===== config.mk =====
export PLATFORM = sky130hd
export DESIGN_NAME = mips_issue_ctrl
export DESIGN_NICKNAME = d
export VERILOG_FILES = /design/src/rtl/mips_issue_ctrl.sv
export SDC_FILE = /design/constraint.sdc
export NUM_CORES = 1
export LEC_CHECK = 0
export CAP_MARGIN = 20
export CORE_ASPECT_RATIO = 1.1
export CORE_MARGIN = 2
export CORE_UTILIZATION = 45
export CTS_CLUSTER_DIAMETER = 80
export DETAILED_ROUTE_END_ITERATION = 6
export GPL_TIMING_DRIVEN = 0
export PLACE_DENSITY = 0.69
export SLEW_MARGIN = 20
export SYNTH_ARGS = -nofsm -noshare
export SYNTH_HDL_FRONTEND = slang
export SYNTH_SLANG_ARGS = --single-unit

===== constraint.sdc =====
create_clock -name clk -period 2.6 [get_ports clk]
set_clock_uncertainty 0.15 [all_clocks]
set_input_delay 0.39 -clock clk [delete_from_list [all_inputs] [get_ports clk]]
set_output_delay 0.39 -clock clk [all_outputs]
set_load 0.02 [all_outputs]

===== src/rtl/mips_issue_ctrl.sv =====
// mips_issue_ctrl: DEPTH-entry instruction queue that feeds a MIPS datapath one R-type word per cycle.
// Define MIPS_ISSUE_RETIRE_CNT_EN to build the 16-bit retired-instruction counter and its port.
module mips_issue_ctrl #(
    parameter int DEPTH = 4
) (
    input  logic        clk,
    input  logic        rst_n,
    input  logic        start,
    input  logic        flush,
    input  logic        in_valid,
    input  logic [31:0] in_instr,
    output logic        in_ready,
    output logic [31:0] instr_out,
    output logic        issue_valid,
    output logic [1:0]  state
`ifdef MIPS_ISSUE_RETIRE_CNT_EN
    ,
    output logic [15:0] retired
`endif
);
    localparam int PW = $clog2(DEPTH);
    localparam int CW = PW + 1;
    localparam logic [CW-1:0] FULL_COUNT = CW'(DEPTH);

    typedef enum logic [1:0] {
        IDLE  = 2'b00,
        RUN   = 2'b01,
        DRAIN = 2'b10,
        HALT  = 2'b11
    } state_t;

    state_t        cur_state;
    state_t        next_state;
    logic [31:0]   mem [DEPTH];
    logic [PW-1:0] wr_ptr;
    logic [PW-1:0] rd_ptr;
    logic [CW-1:0] count;
    logic          push;
    logic          pop;
    logic [31:0]   head;
    logic          head_is_break;

    always_ff @(posedge clk or negedge rst_n) begin
        if (!rst_n)
            cur_state <= IDLE;
        else
            cur_state <= next_state;
    end

    // DRAIN falls back to IDLE once this cycle's pop leaves nothing behind.
    always_comb begin
        next_state = cur_state;
        if (flush) begin
            next_state = IDLE;
        end else begin
            case (cur_state)
                IDLE:  if (start) next_state = RUN;
                RUN: begin
                    if (pop && head_is_break)
                        next_state = HALT;
                    else if (!start)
                        next_state = DRAIN;
                end
                DRAIN: begin
                    if (pop && head_is_break)
                        next_state = HALT;
                    else if (start)
                        next_state = RUN;
                    else if (count == '0 || (pop && count == CW'(1) && !push))
                        next_state = IDLE;
                end
                HALT:    next_state = HALT;
                default: next_state = IDLE;
            endcase
        end
    end

    always_comb begin
        in_ready      = rst_n && (count < FULL_COUNT) && (cur_state != HALT) && !flush;
        push          = in_valid && in_ready;
        pop           = ((cur_state == RUN) || (cur_state == DRAIN)) && (count != '0) && !flush;
        head          = mem[rd_ptr];
        head_is_break = (head[31:26] == 6'd0) && (head[5:0] == 6'h0D);
        state         = cur_state;
    end

    always_ff @(posedge clk) begin
        if (push)
            mem[wr_ptr] <= in_instr;
    end

    // A popped BREAK is consumed but never reaches the datapath.
    always_ff @(posedge clk or negedge rst_n) begin
        if (!rst_n) begin
            wr_ptr      <= '0;
            rd_ptr      <= '0;
            count       <= '0;
            instr_out   <= 32'h0;
            issue_valid <= 1'b0;
        end else if (flush) begin
            wr_ptr      <= '0;
            rd_ptr      <= '0;
            count       <= '0;
            instr_out   <= 32'h0;
            issue_valid <= 1'b0;
        end else begin
            if (push)
                wr_ptr <= wr_ptr + PW'(1);
            if (pop)
                rd_ptr <= rd_ptr + PW'(1);
            case ({push, pop})
                2'b10:   count <= count + CW'(1);
                2'b01:   count <= count - CW'(1);
                default: count <= count;
            endcase
            instr_out   <= (pop && !head_is_break) ? head : 32'h0;
            issue_valid <= pop && !head_is_break;
        end
    end

`ifdef MIPS_ISSUE_RETIRE_CNT_EN
    always_ff @(posedge clk or negedge rst_n) begin
        if (!rst_n)
            retired <= 16'h0;
        else if (flush)
            retired <= 16'h0;
        else if (issue_valid)
            retired <= retired + 16'd1;
    end
`endif

endmodule


==> results of run 1 <==
-- how the worst max path moves through the flow --
| stage | start | endpoint | slack, ns |
|---|---|---|---|
| after floorplan | state[0] | mem[0][0] | 0.01 |
| after CTS | rd_ptr[0] | state[1] | 0.04 |
| after detailed placement | rst_n | mem[2][9] | -0.51 |
| final | state[1] | mem[0][7] | 0.08 |
| after global placement | rst_n | mem[2][13] | -1.97 |
| after global routing | state[0] | mem[0][7] | -0.06 |
-- through the flow --
| stage | power, mW | hold slack (ns) |
|---|---|---|
| 2_1_floorplan | 4.218 | -0.05559 |
| 5_1_grt | 7.380 | 0.4483 |
| 3_5_place_dp | 4.710 | 0.2588 |
| 3_3_place_gp | 4.663 | 0.4076 |
| 6_report | 7.067 | 0.4349 |
| 4_1_cts | 7.079 | 0.3901 |
-- registers in the layout (all words and copies together) (netlist names) --
name,count
instr_out,32
mem,128
count,3
issue_valid,1
state,2
wr_ptr,2
rd_ptr,2
-- worst max-delay path, cell delays in order, from the launching register on --
cell and delay [ns]:
dfrtp_1 0.44, ha_1 0.29, nor4b_4 0.37, and3_2 0.87
-- layout make-up --
class                      instances  area [um^2]  share of cell area (%)
buffer                            14        90.09                   1.111
clock buffer                      22        464.2                   5.726
clock inverter                    10        93.84                   1.158
inverter                           9        33.78                  0.4167
multi-input combinational        134         1509                   18.61
sequential                       170         4896                   60.40
tap                              188        235.2                   2.902
timing repair buffer              80        784.5                   9.677
-- routing by layer --
metal  global-route usage [%]  vias up  wire length, um
met5                        0        -                0
met4                    6.591        0              172
met3                    4.445       16              519
met2                    28.73       79             6112
met1                    20.55     1681             5172
li1                         -     1484                -
-- synth_stat cells (all sizes together) --
cell and count:
a21oi 3, nor3 2, o221ai 1, a32oi 1, o22a 1, nand4bb 1
and2 10, inv 9, o22ai 1, a31oi 1, o21a 1, dfrtp 42
xnor2 4, clkbuf 7, edfxtp 128, nor2 9, nand2 9, nor4 1
nor4b 2, mux2i 1, nand4 1, a211oi 3, mux4 32, xor2 1
nand3 1, ha 12, and3 27, or4b 1, o31ai 1, nor2b 2
maj3 2, o211a 1, nor4bb 2, buf 7
-- kinds of logic after synthesis --
group	synth area share, %
buffers and inverters	1.647
DFF	75.80
adders and majority gates	2.635
and+or+nand+nor	6.355
muxes	11.32
AOI/OAI and AO/OA	1.570
xor gates and xnor gates	0.6781
-- power by group through the flow --
stage               clock network, mW  registers [mW]  logic (mW)
global placement                    0            3.23        1.44
floorplan                           0            3.31       0.904
finish                           2.36            3.18        1.53
detailed placement                  0            3.23        1.48
global route                     2.52            3.19        1.67
CTS                              2.40            3.18        1.50
-- cell usage in the layout (no fill, tap or decap), types with 2 or more instances in the layout --
master	count
nand2_1	9
ha_1	12
clkbuf_8	2
a211oi_1	3
edfxtp_1	128
nor3_1	2
clkdlybuf4s50_1	70
and2_1	10
nor4b_4	2
nor2_1	9
a21oi_1	3
buf_4	6
mux4_2	32
nor2b_1	2
dfrtp_1	41
xnor2_1	4
maj3_1	2
and3_2	3
buf_12	2
clkbuf_16	17
buf_2	5
nor4bb_1	2
and3_1	23
inv_6	2
inv_1	9
clkinvlp_4	5
clkbuf_1	9
-- timing repair --
item | in CTS | in global routing
endpoints found under the setup margin | 155 | 150
hold buffers | 2 | 1
endpoints found under the hold margin | 22 | 22
setup buffers | 0 | 4
resized for setup | 6 | 10
pin swaps | 0 | 4
==> key figures, run 1 <==
Worst setup path
  • Worst Setup Start Kind: flop
  • CP Max Fanout: 32
  • R2R Setup Slk: around 0.085 ns
  • CP Data Arrival Time: 2.41 ns
  • CP Class: flop to flop
  • Reg-to-Reg Start: state[1]
  • Reg2Reg Depth: 3
  • Crit end category: flop
  • CP Data Required Time: 2.49 ns
  • R2R Path End: mem[0][7]

STA
  • RSZ-0062 raised after global routing: true
  • Least-Margin Pin Slew: a little over 0.9 ns
  • Max Slew Vio Count: 0
  • Setup TNS: 0 ns
  • Max frequency: ~400 MHz
  • Max-slew headroom: approximately two fifths
  • Setup violations, final: 0
  • Period Utilization, post-route: 96.73%
  • Setup ws final: 0.08492 ns
  • Final Hold Fails: 0
  • Fin crit period: 2.515 ns

Layout
  • Fillcell total: 1067
  • Nets@finish: 475
  • Fin area: about 8000 um^2
  • Final cell count without fillers: 627
  • Util after Layout: 58.29%
  • Ratio of cells with drive above 1 in the final layout: 19.59%
  • ANT cells: 0
  • Area grow syn2layout: 25.54%

Logic synthesis
  • Seq/Total Area, Yosys: 75.80%
  • Post-Synthesis Cells: ~330
  • Top-area cell type share of the netlist area: between 50% and 60%
  • Syn Nets: 376
  • Largest cells by area after synthesis: edfxtp_1 (60%), dfrtp_1 (16%), mux4_2 (11%)
  • Leading area contributor after synthesis: edfxtp_1
  • #FFs+latches synth: 170
  • Area of the mapped netlist: 6457 um^2
  • Syn Area/Cell: 19.75 um^2
  • Yosys cell types: 37
  • Synth Warn #: 0

Pwr
  • Internal power: ~5.3 mW
  • Pwr/cell area: slightly below 900 nW/um^2
  • Leakage dissipation: 2.940 nW
  • Net Sw Frac: between 20% and 30%
  • Clock Power Share: 33.4%
  • Comb pwr share: 21.6%
  • Peak VDD IR: 0.0005050 V
  • Seq pwr share: between 40% and 50%
  • NetSw: 1.816 mW

Placed design
  • DP HPWL: 7.281 mm
  • Placed Cells: around 600
  • RePlAce Congestion: 0.7657
  • Placed cell areas: 7440 um^2
  • Post-placement setup slack: -0.5073 ns
  • Port Buffers: 72

Clock tree
  • CTS tree: done
  • Total CTS buffers: 17
  • Clk root buf: clkbuf_16
  • CTS max path bufs: 2
  • Clock tree sinks: 170
  • Htree depth: 4
  • Worst skew pair latency: 0.42 ns
  • Register clock-pin slew on the reported worst setup and hold paths: 0.06 ns

Floorplanning
  • DIE WIDTH: 118.2 um
  • Die area: around 15000 um^2
  • Die Span Y: 129.6 um
  • I/O Pins: 73
  • Cell row count: 45
  • Initial Utilization: 46.43%
  • Core area: 13910 um^2

Global routing
  • Overall Global Routing Usage: 16.76%
  • Number of global-route vias before repair: 3464
  • Largest net degree at the start of global routing: 33
  • Antenna violations before repair: 0
  • Global-route wire length before repair: 18.66 mm
  • Remaining Overflow, GRT: 0

Status
  • Outcome: complete, no violations

Min path
  • WHS Path Cells: 2
  • Min-Delay Path Class: flop to flop
  • Hold Startpoint: wr_ptr[0]
  • Worst Hold End: wr_ptr[0]

Route
  • Pre-antenna DRT Iters: 4
  • DRC Markers: 0
  • Vias post-DR: about 3300
  • Post-Route WL: 11.98 mm
  • Per-cell routed wire length: 19.10 um
  • Drt via density: between 5 and 6
  • Iter 0 DRT Violations: 160
  • Routed Antenna Nets: 0

Run
  • Max-Cap Viols: 0
Power figures use the tool's default switching activity.
==> inputs of run 2 (changes only) <==
PLACE_DENSITY = 0.66   (was 0.69)
clock period = 2.9 ns   (was 2.6 ns; I/O delays follow)
==> key figures, run 2 (synthesis gave the netlist of run 1 again) <==
Clock tree
  • CTS tree: done (unchanged)
  • Clk root buf: clkbuf_16 (unchanged)
  • CTS max path bufs: 2 (unchanged)
  • Worst skew pair latency: 0.42 ns (about the same)
  • Clock tree sinks: 170 (unchanged)
  • Htree depth: 4 (unchanged)
  • Register clock-pin slew on the reported worst setup and hold paths: 0.06 ns (about the same)
  • Total CTS buffers: 17 (unchanged)

Global routing
  • Overall Global Routing Usage: 16.62% (was 16.76%)
  • Largest net degree at the start of global routing: 33 (unchanged)
  • Remaining Overflow, GRT: 0 (unchanged)
  • Number of global-route vias before repair: 3449 (was 3464)
  • Global-route wire length before repair: 18.61 mm (was 18.66 mm)
  • Antenna violations before repair: 0 (unchanged)

Worst setup path
  • Slowest cell delay on critical path: 0.65 ns (was 0.87 ns)
  • CP Max Fanout: 6 (was 32)
  • CP Data Required Time: 2.32 ns (was 2.49 ns)
  • CP Cell Sequence: ha_1 -> nor4b_4 -> clkdlybuf4s50_1 (was ha_1 -> nor4b_4 -> and3_2)
  • Worst Setup Start Kind: flop (unchanged)
  • CP Data Arrival Time: 2.11 ns (was 2.41 ns)
  • Crit end category: primary output (was flop)
  • CP Class: flop to primary output (was flop to flop)
  • Critical path's top delay family: buffers and inverters (was simple AND/OR/NAND/NOR gates)
  • Worst Path Buf+Inv: 1 (was 0)
  • CP max-delay cell: clkdlybuf4s50_1 (was and3_2)

Placed design
  • Placed cell areas: 7447 um^2 (was 7440 um^2)
  • DP HPWL: 7.377 mm (was 7.281 mm)
  • Port Buffers: 72 (unchanged)
  • RePlAce Congestion: 0.7346 (was 0.7657)
  • Placed Cells: 588 (unchanged)

STA
  • Final Hold Fails: 0 (unchanged)
  • Fin crit period: 2.696 ns
  • RSZ-0062 raised after global routing: false (was true)
  • Max Slew Vio Count: 0 (unchanged)
  • Setup violations, final: 0 (unchanged)
  • Least-Margin Pin Slew: 0.9034 ns (was 0.9215 ns)
  • Period Utilization, post-route: 92.97%
  • Max-slew headroom: 39.78% (was 38.57%)
  • Max frequency: 370.9 MHz

Route
  • Drt via density: 5.220 (was 5.199)
  • Iter 0 DRT Violations: 175 (was 160)
  • DRC Markers: 0 (unchanged)
  • Pre-antenna DRT Iters: 5 (was 4)
  • Vias post-DR: 3247 (was 3260)
  • Routed Antenna Nets: 0 (unchanged)
  • Post-Route WL: 11.73 mm (was 11.98 mm)
  • Per-cell routed wire length: 18.85 um (was 19.10 um)

Layout
  • Biggest regs: mem (128), instr_out (32), count (3) (unchanged)
  • Commonest non-fill, non-tap cells in the layout: edfxtp_1 (128), clkdlybuf4s50_1 (71), dfrtp_1 (42) (was edfxtp_1 (128), clkdlybuf4s50_1 (70), dfrtp_1 (41))
  • Fin area: 8063 um^2 (was 8107 um^2)
  • Max FFs per register: 128 (unchanged)
  • Ratio of cells with drive above 1 in the final layout: 18.20% (was 19.59%)
  • Most common cell after layout, fill and taps aside: edfxtp_1 (unchanged)
  • Nets@finish: 470 (was 475)
  • Largest reg by FF count: mem (unchanged)
  • Fillcell total: 1095 (was 1067)
  • Area grow syn2layout: 24.86% (was 25.54%)
  • ANT cells: 0 (unchanged)
  • Final cell count without fillers: 622 (was 627)
  • Util after Layout: 57.98% (was 58.29%)

Pwr
  • Leakage dissipation: 2.935 nW (was 2.940 nW)
  • Pwr Total: 6.345 mW (was 7.067 mW)
  • Peak VDD IR: 0.0004723 V (was 0.0005050 V)
  • Pwr/cell area: 786.9 nW/um^2 (was 871.8 nW/um^2)

Floorplanning
  • DIE WIDTH: 118.2 um (unchanged)
  • Die area: 15330 um^2 (unchanged)
  • I/O Pins: 73 (unchanged)
  • Cell row count: 45 (unchanged)
  • Core area: 13910 um^2 (unchanged)
  • Initial Utilization: 46.43% (unchanged)
  • Die Span Y: 129.6 um (unchanged)

Run
  • Max-Cap Viols: 0 (unchanged)

Status
  • Outcome: complete, no violations (unchanged)

Min path
  • Min-Delay Path Class: primary input to async pin (was flop to flop)
==> run 2: repair_timing <==
action                                  4_1_cts  5_1_grt
buffers inserted                              0        1
pin swaps                                     0        1
resized for setup                             1        2
hold buffers                                  2        0
endpoints found under the setup margin       23        3
endpoints found under the hold margin        20        0
==> run 2: layer usage <==
layer	vias to the layer above	GRT usage [%]	routed length, um
li1	1477	-	-
met3	17	5.150	659
met2	104	27.81	5921
met5	-	0	0
met1	1649	20.95	4996
met4	0	5.386	148
==> run 2: worst paths after layout <==
path	startpoint	end	slack, ns	cells past startpoint
worst max-delay path	state[0]	in_ready	0.20	3
worst min-delay path	rst_n	count[0]	0.41	3
worst max register to register	rd_ptr[0]	state[1]	0.26	7
worst min register to register	wr_ptr[0]	wr_ptr[0]	0.44	2
max in group asynchronous	rst_n	instr_out[29]	1.73	3
min in group clk	wr_ptr[0]	wr_ptr[0]	0.44	2
==> run 2: area by class of cell <==
class	instances	area (um^2)	area share, %
plain buffers	13	68.82	0.8535
clock buffers	23	478.0	5.928
clock inverters	9	96.34	1.195
inverters	9	33.78	0.4190
multi-input cells	134	1490	18.48
flip-flops and latches	170	4895	60.71
well taps	188	235.2	2.917
repair buffers	76	765.7	9.497
==> run 2: power by group <==
part	switching (mW)	leakage [nW]	internal (mW)
combinational	0.644	0.918	0.676
clock	0.847	0.284	1.32
sequential	0.0798	1.73	2.77
==> run 2: worst register-to-register path: cells and delay by family, from the launching register on <==
family / cells / cell delay [ns]
compound gates: 2 / 0.43
buf+inv: 2 / 0.35
flops: 1 / 0.34
mux: 1 / 0.57
simple gates: 2 / 0.66
==> run 2: per-stage QoR <==
step           setup slack, ns  hold slack (ns)  setup TNS, ns
2_1_floorplan           0.3122         -0.01059              0
3_3_place_gp            -1.672           0.4177        -222.92
3_5_place_dp           -0.1491           0.3072         -13.54
4_1_cts                0.03869           0.4088              0
5_1_grt                0.08684           0.4303              0
6_report                0.2040           0.4116              0
==> inputs of run 3 (changes only) <==
CORE_UTILIZATION = 40   (was 45)
PLACE_DENSITY = default   (was 0.66)
SKIP_CTS_REPAIR_TIMING = 1   (was default)
==> key figures, run 3 (synthesis gave the netlist of run 1 again) <==
Status
  • Outcome: complete, no violations (unchanged)

Run
  • Max-Cap Viols: 0 (unchanged)

Layout
  • Commonest non-fill, non-tap cells in the layout: edfxtp_1 (128), clkdlybuf4s50_1 (70), dfrtp_1 (42) (was edfxtp_1 (128), clkdlybuf4s50_1 (71), dfrtp_1 (42))
  • ANT cells: 0 (unchanged)
  • Util after Layout: 51.77% (was 57.98%)
  • Final cell count without fillers: 636 (was 622)
  • Largest reg by FF count: mem (unchanged)
  • Max FFs per register: 128 (unchanged)
  • Area grow syn2layout: 26.16% (was 24.86%)
  • Biggest regs: mem (128), instr_out (32), count (3) (unchanged)
  • Nets@finish: 472 (was 470)
  • Fillcell total: 1282 (was 1095)
  • Most common cell after layout, fill and taps aside: edfxtp_1 (unchanged)
  • Multi-input logic area: 1481 um^2 (was 1490 um^2)
  • Ratio of cells with drive above 1 in the final layout: 19.04% (was 18.20%)
  • Register area: 4895 um^2 (unchanged)

Clock tree
  • Clock tree sinks: 170 (unchanged)
  • Worst skew pair latency: 0.42 ns (about the same)
  • Total CTS buffers: 17 (unchanged)
  • Register clock-pin slew on the reported worst setup and hold paths: 0.06 ns (about the same)
  • CTS max path bufs: 2 (unchanged)
  • Htree depth: 4 (unchanged)
  • Clk root buf: clkbuf_16 (unchanged)
  • CTS tree: done (unchanged)

Global routing
  • Remaining Overflow, GRT: 0 (unchanged)
  • GRT met2 Usage: 26.18% (was 27.81%)
  • GRT met1 Usage: 18.50% (was 20.95%)
  • Largest net degree at the start of global routing: 33 (unchanged)
  • Overall Global Routing Usage: 15.14% (was 16.62%)
  • GRT busiest layer: met2 (unchanged)
  • Global-route wire length before repair: 19.06 mm (was 18.61 mm)
  • GR Util met3: 3.806% (was 5.150%)
  • Number of global-route vias before repair: 3545 (was 3449)
  • Antenna violations before repair: 0 (unchanged)

STA
  • Setup ws final: 0.1948 ns (was 0.2040 ns)
  • Setup violations, final: 0 (unchanged)
  • Least-Margin Pin Slew: 0.9157 ns (was 0.9034 ns)
  • Fin crit period: 2.705 ns (was 2.696 ns)
  • Hold_ws: 0.3377 ns (was 0.4116 ns)
  • RSZ-0062 raised after global routing: false (unchanged)
  • Max-slew headroom: 38.96% (was 39.78%)
  • Max frequency: 369.7 MHz (was 370.9 MHz)
  • Max Slew Vio Count: 0 (unchanged)
  • Final Hold Fails: 0 (unchanged)
  • Period Utilization, post-route: 93.28% (was 92.97%)

Floorplanning
  • Die Span Y: 137.3 um (was 129.6 um)
  • Die area: 17180 um^2 (was 15330 um^2)
  • Core area: 15740 um^2 (was 13910 um^2)
  • Cell row count: 48 (was 45)
  • Initial Utilization: 41.04% (was 46.43%)
  • I/O Pins: 73 (unchanged)
  • DIE WIDTH: 125.1 um (was 118.2 um)

Worst setup path
  • Reg-to-Reg Start: rd_ptr[0] (unchanged)
  • Worst Setup Start Kind: flop (unchanged)
  • CP Cell Sequence: buf_6 -> buf_6 -> mux4_2 -> nor4_2 -> nand3_2 -> buf_2 -> and3_1 (was ha_1 -> nor4b_4 -> clkdlybuf4s50_1)
  • Worst path most repeated cell: buf_6
  • CP Data Arrival Time: 2.86 ns (was 2.11 ns)
  • Crit end category: flop (was primary output)
  • CP max-delay cell: mux4_2 (was clkdlybuf4s50_1)
  • Reg2Reg Depth: 7 (unchanged)
  • R2R Path End: instr_out[20] (was state[1])
  • R2R Setup Slk: 0.19 ns (was 0.26 ns)
  • CP Class: flop to flop (was flop to primary output)
  • CP Max Fanout: 10 (was 6)
  • Critical path's top delay family: simple AND/OR/NAND/NOR gates (was buffers and inverters)
  • CP Data Required Time: 3.06 ns (was 2.32 ns)
  • Worst Path Buf+Inv: 3 (was 1)
  • Slowest cell delay on critical path: 0.55 ns (was 0.65 ns)

Pwr
  • Pwr/cell area: 796.5 nW/um^2 (was 786.9 nW/um^2)
  • Peak VDD IR: 0.0004519 V (was 0.0004723 V)
  • Leakage dissipation: 2.984 nW (was 2.935 nW)

Route
  • Vias post-DR: 3247 (unchanged)
  • Routed Antenna Nets: 0 (unchanged)
  • Per-cell routed wire length: 18.83 um (was 18.85 um)
  • DRC Markers: 0 (unchanged)
  • Post-Route WL: 11.98 mm (was 11.73 mm)
  • Pre-antenna DRT Iters: 4 (was 5)
  • Iter 0 DRT Violations: 138 (was 175)
  • Drt via density: 5.105 (was 5.220)

Placed design
  • Port Buffers: 72 (unchanged)
  • Placed Cells: 601 (was 588)
  • Post-placement setup slack: -0.1999 ns (was -0.1491 ns)
  • RePlAce Congestion: 0.7203 (was 0.7346)
  • DP HPWL: 7.397 mm (was 7.377 mm)

Min path
  • Min-Delay Path Class: primary input to async pin (unchanged)
-- run 3: routing by layer --
layer	share of wire (%)	wire length, um	vias to the layer above
li1	-	-	1483
met4	1.8	211	0
met1	43	5124	1669
met3	4.2	509	17
met5	0	0	-
met2	51	6133	78
-- run 3: final cells by class --
cell class	count	area share, %
sequential	170	60.08
multi-input combinational	134	18.18
timing repair buffer	77	9.707
clock buffer	23	5.990
tap	200	3.072
clock inverter	9	1.643
buffer	14	0.9062
inverter	9	0.4147
-- run 3: metrics by stage --
stage               TNS (ns)  instance area [um^2]  power, mW
finish                     0                  8147      6.488
global route               0                  8147      6.800
CTS                   -3.746                  8104      6.571
detailed placement    -11.79                  7482      4.227
global placement     -242.27                  7440      4.203
floorplan                  0                  6469      3.782
-- run 3: worst max path at each step --
stage               startpoint            end  slack, ns  cells after the start
floorplan             state[0]      mem[0][0]       0.31                      3
global placement         rst_n     mem[2][17]      -1.79                      3
detailed placement   rd_ptr[1]  instr_out[25]      -0.20                      6
CTS                  rd_ptr[1]  instr_out[20]      -0.22                      6
global route         rd_ptr[0]       state[1]       0.02                      7
finish               rd_ptr[0]  instr_out[20]       0.19                      7
-- run 3: worst register-to-register path, stage by stage, from the launching register on --
cell	delay (ns)
dfrtp_1	0.34
buf_6	0.16
buf_6	0.20
mux4_2	0.56
nor4_2	0.47
nand3_2	0.23
buf_2	0.27
and3_1	0.22
-- run 3: power by group --
group	internal, mW	switching, mW
clock network	1.45	0.878
logic	0.677	0.636
registers	2.77	0.0722
